===== config.mk =====
export PLATFORM = sky130hd
export DESIGN_NAME = clk_divider
export DESIGN_NICKNAME = d
export VERILOG_FILES = /design/src/rtl/uart_pkg.sv /design/src/rtl/test_d_clk_divider.sv
export SDC_FILE = /design/constraint.sdc
export NUM_CORES = 1
export LEC_CHECK = 0
export BUFFER_PORTS_ARGS = -buffer_cell sky130_fd_sc_hd__buf_2
export CAP_MARGIN = 20
export CORE_MARGIN = 8
export CORE_UTILIZATION = 50
export DETAILED_ROUTE_END_ITERATION = 10
export PLACE_DENSITY_LB_ADDON = 0.2
export SYNTH_ARGS = -nofsm -noshare
export SYNTH_HDL_FRONTEND = slang
export SYNTH_SLANG_ARGS = --single-unit

===== constraint.sdc =====
create_clock -name clk -period 1.4 [get_ports clk]
set_input_delay 0.14 -clock clk [delete_from_list [all_inputs] [get_ports clk]]
set_output_delay 0.14 -clock clk [all_outputs]
set_load 0.005 [all_outputs]

===== src/rtl/uart_pkg.sv =====
// Shared UART link constants: system clock, baud rate and the derived
// divide ratio used by the baud-rate tick generators.
`timescale 1ns/1ps
package uart_pkg;

  localparam int unsigned SYS_CLK_HZ = 25_000_000;
  localparam int unsigned BAUD       = 9600;
  localparam int unsigned OVERSAMPLE = 16;

  // Rounded to nearest: 25e6 / 153600 = 162.76, so the divider runs at 163.
  localparam int unsigned BAUD_DIV   = (SYS_CLK_HZ + (BAUD * OVERSAMPLE) / 2)
                                       / (BAUD * OVERSAMPLE);

  localparam int unsigned DIV_CNT_W  = 16;

endpackage


===== src/rtl/test_d_clk_divider.sv =====
// Baud-rate tick generator: counts DIVISOR system clocks per tick. Exposes the
// combinational wrap (last count of a period) alongside the registered tick.
`timescale 1ns/1ps
module clk_divider
  import uart_pkg::*;
#(
  parameter int unsigned DIVISOR = BAUD_DIV,
  parameter int unsigned CNT_W   = DIV_CNT_W
) (
  input  logic clk,
  input  logic rst,
  output logic tick,
  output logic wrap
);

  if ((DIVISOR == 0) || ((64'(DIVISOR) - 64'd1) >= (64'd1 << CNT_W))) begin : g_bad_divisor
    $error("clk_divider: DIVISOR must be 1..2**CNT_W");
  end

  localparam logic [CNT_W-1:0] LAST = CNT_W'(DIVISOR - 1);

  logic [CNT_W-1:0] div_cnt;

  // With DIVISOR=1 LAST is zero, so wrap is always high and div_cnt parks at 0.
  assign wrap = (div_cnt == LAST);

  always_ff @(posedge clk) begin
    if (rst) begin
      div_cnt <= '0;
      tick    <= 1'b0;
    end else begin
      tick    <= wrap;
      div_cnt <= wrap ? '0 : div_cnt + 1'b1;
    end
  end

endmodule


==> flow_summary.yaml <==
run_status:
  outcome: "finished, violations left"
  violations: "setup timing"
sta:
  drv_slew: 0
  hold_viol_final: 0
  fin_crit_ns: 1.44
  hold_ws_ns: 0.534
  setup_viol: 3
  rsz0062_at_grt: "true"
  fmax_ghz: 0.695
  fin_skew_ns: 0.00477
  slew_headroom: 0.802
  worst_pin_slew_ns: 0.295
  timing.final.ws_setup_ns: -0.0386
  min_period_over_period: 1.03
placement:
  place_congestion: 0.821
  pre_cts_slack_ns: 0.0129
  placed_cells: 111
  hpwl_mm: 1.08
  port_buffers: 3
final_layout:
  most-common-layout-cells: "nor2_1, xnor2_1, buf_4, dfxtp_1, dfxtp_2"
  final_common_cell: "nor2_1"
  drive_above_1_share: 0.437
  fin_cells: 119
  finish.net_count: 108
  syn2layout_area_growth_pct: 32.2
  antenna_cells: 0
die:
  dieWidth_um: 55.9
  dieArea_mm2: 0.00313
  core-area_mm2: 0.00151
  ios: 4
  rows: 14
  fp.dieH_um: 55.9
  start_util: 0.529
logic_synthesis:
  netlist_instances: 86
  syn_avg_cell_area_um2: 9.27
  synth_area_um2: 797
  synth_cell_type_count: 21
  synth_area_leaders: "dfxtp_1, xnor2_1, nor2_1"
  syn_nets: 90
  yosys_warnings: 0
  synth_top_area_frac: 0.427
  synth_top_cell_by_area: "dfxtp_1"
  yosys_register_bits: 17
  ys_seq_area_frac: 0.427
power:
  total_leakage_power_nw: 0.411
  peakVddDrop_uv: 510
  p_per_area_mw_per_mm2: 794
critical_path:
  worstSetupEndpointType: "flop"
  rr_startpoint: "div_cnt[1]"
  worst_setup_path_start_kind: "flop"
  cp_data_required_time_ns: 1.59
  critical_path_class: "reg -> reg"
  crit_fanout: 3
  r2r-end: "div_cnt[10]"
  ff2ff_setup_slack_ns: -0.04
  reg2regPathDepth: 6
  cp.arrival_ns: 1.63
global_route:
  grt_max_degree: 11
  grt.busiest_layer: "met2"
  grt_overflow: 0
  grt_pass1_wl_mm: 2.77
  grt_pass1_vias: 670
  grtUsageMet1: 0.111
  grt_util_all_layers: 0.105
  gr-usage-met2: 0.184
  grt_use_met3: 0.0342
  antenna_found_initial: 0
route:
  wl_per_cell_um: 14.8
  via_per_inst: 5.61
  drt_iter0_drc: 13
  vias: 667
  dr.pass1.iters: 4
  ant_nets: 0
  drc: 0
  routed_wl_mm: 1.76
hold_path:
  holdCritPathClass: "in -> reg"
  min_from: "rst"
  holdPathStages: 3
  min_to: "tick"
cts:
  cts_num_sinks: 17
  cts_tree: "done"
  root_buffer: "clkbuf_4"
  htreeDepth: 1
  numCtsBuffers: 3
  clk_latency_ns: 0.30
  clk_pin_slew_ns: 0.10
  clockBufferDepth: 2
flow_run:
  max-cap-violations: 0
## sequential cells by signal (all words and copies together), names as in the netlist
register  flops
tick          1
div_cnt      16
## cells in the mapped netlist
cell type and number:
nor4_2 1, buf_6 2, nor2_1 15, nor2_2 3
nor4_1 5, nor3b_1 1, nand3_1 3, nand3_2 1
xnor2_1 10, inv_1 4, nand2b_1 1, and4bb_1 1
dfxtp_1 17, buf_2 1, ha_1 2, xor2_1 4
nand4_1 5, and4_1 1, nor3_1 4, nand4_4 1
nand2_1 4
## metal layers
layer	up-vias	part of all wire
met1	320	0.46
li1	327	-
met3	5	0.046
met4	0	0.022
met2	15	0.48
met5	-	0
## critical path, stage by stage, from the launching register on
cell	delay, ns
dfxtp_2	0.37
buf_6	0.12
ha_4	0.12
nand4_1	0.17
nor3_1	0.33
xnor2_1	0.16
nor2_1	0.05
## where the power goes
part / internal [W] / switching [W]
Combinational: 0.0000415 / 0.0000300
Clock: 0.000106 / 0.000157
Sequential: 0.000492 / 0.0000100
Total: 0.000640 / 0.000197
## cells by family after synthesis
logic type	after synthesis	share of synthesized area
flops	17	0.427
xor+xnor	14	0.154
simple gates	46	0.334
fa+ha+maj	2	0.0314
buf+inv	7	0.0534
## how the worst max path moves through the flow
stage / slack (ns) / start / to / depth (start not counted)
global route: -0.11 / div_cnt[1] / div_cnt[10] / 6
CTS: -0.0004 / div_cnt[1] / wrap / 5
detailed placement: 0.01 / div_cnt[1] / div_cnt[12] / 6
floorplan: 0.04 / div_cnt[0] / div_cnt[14] / 5
finish: -0.04 / div_cnt[1] / div_cnt[10] / 6
global placement: 0.05 / div_cnt[1] / div_cnt[2] / 6
## cell type report
| type | instances | area, µm² |
|---|---|---|
| multi-input cells | 62 | 514 |
| clock inverters | 1 | 5.00 |
| well taps | 16 | 20.0 |
| inverters | 4 | 15.0 |
| repair buffers | 16 | 126 |
| flip-flops and latches | 17 | 350 |
| fillers | 106 | 453 |
| clock buffers | 3 | 22.5 |
## metrics by stage
step / power (W) / utilization / setup TNS, ns / instance area (µm²)
floorplan: 0.000538 / - / 0 / 797
global placement: 0.000551 / 0.579 / 0 / 872
detailed placement: 0.000551 / 0.579 / 0 / 872
CTS: 0.000837 / 0.654 / -0.000391 / 986
global route: 0.000876 / 0.699 / -0.320 / 1050
finish: 0.000837 / 0.699 / -0.0653 / 1050
## what timing repair did
item / 4_1_cts / 5_1_grt
hold endpoints to repair: 1 / 0
pin swaps: 5 / 3
buffers inserted: 3 / 0
setup endpoints to repair: 9 / 17
resized for setup: 17 / 12
cloned: 0 / 1
hold buffers: 1 / 0
No activity file was read; power rests on OpenSTA's default activity.
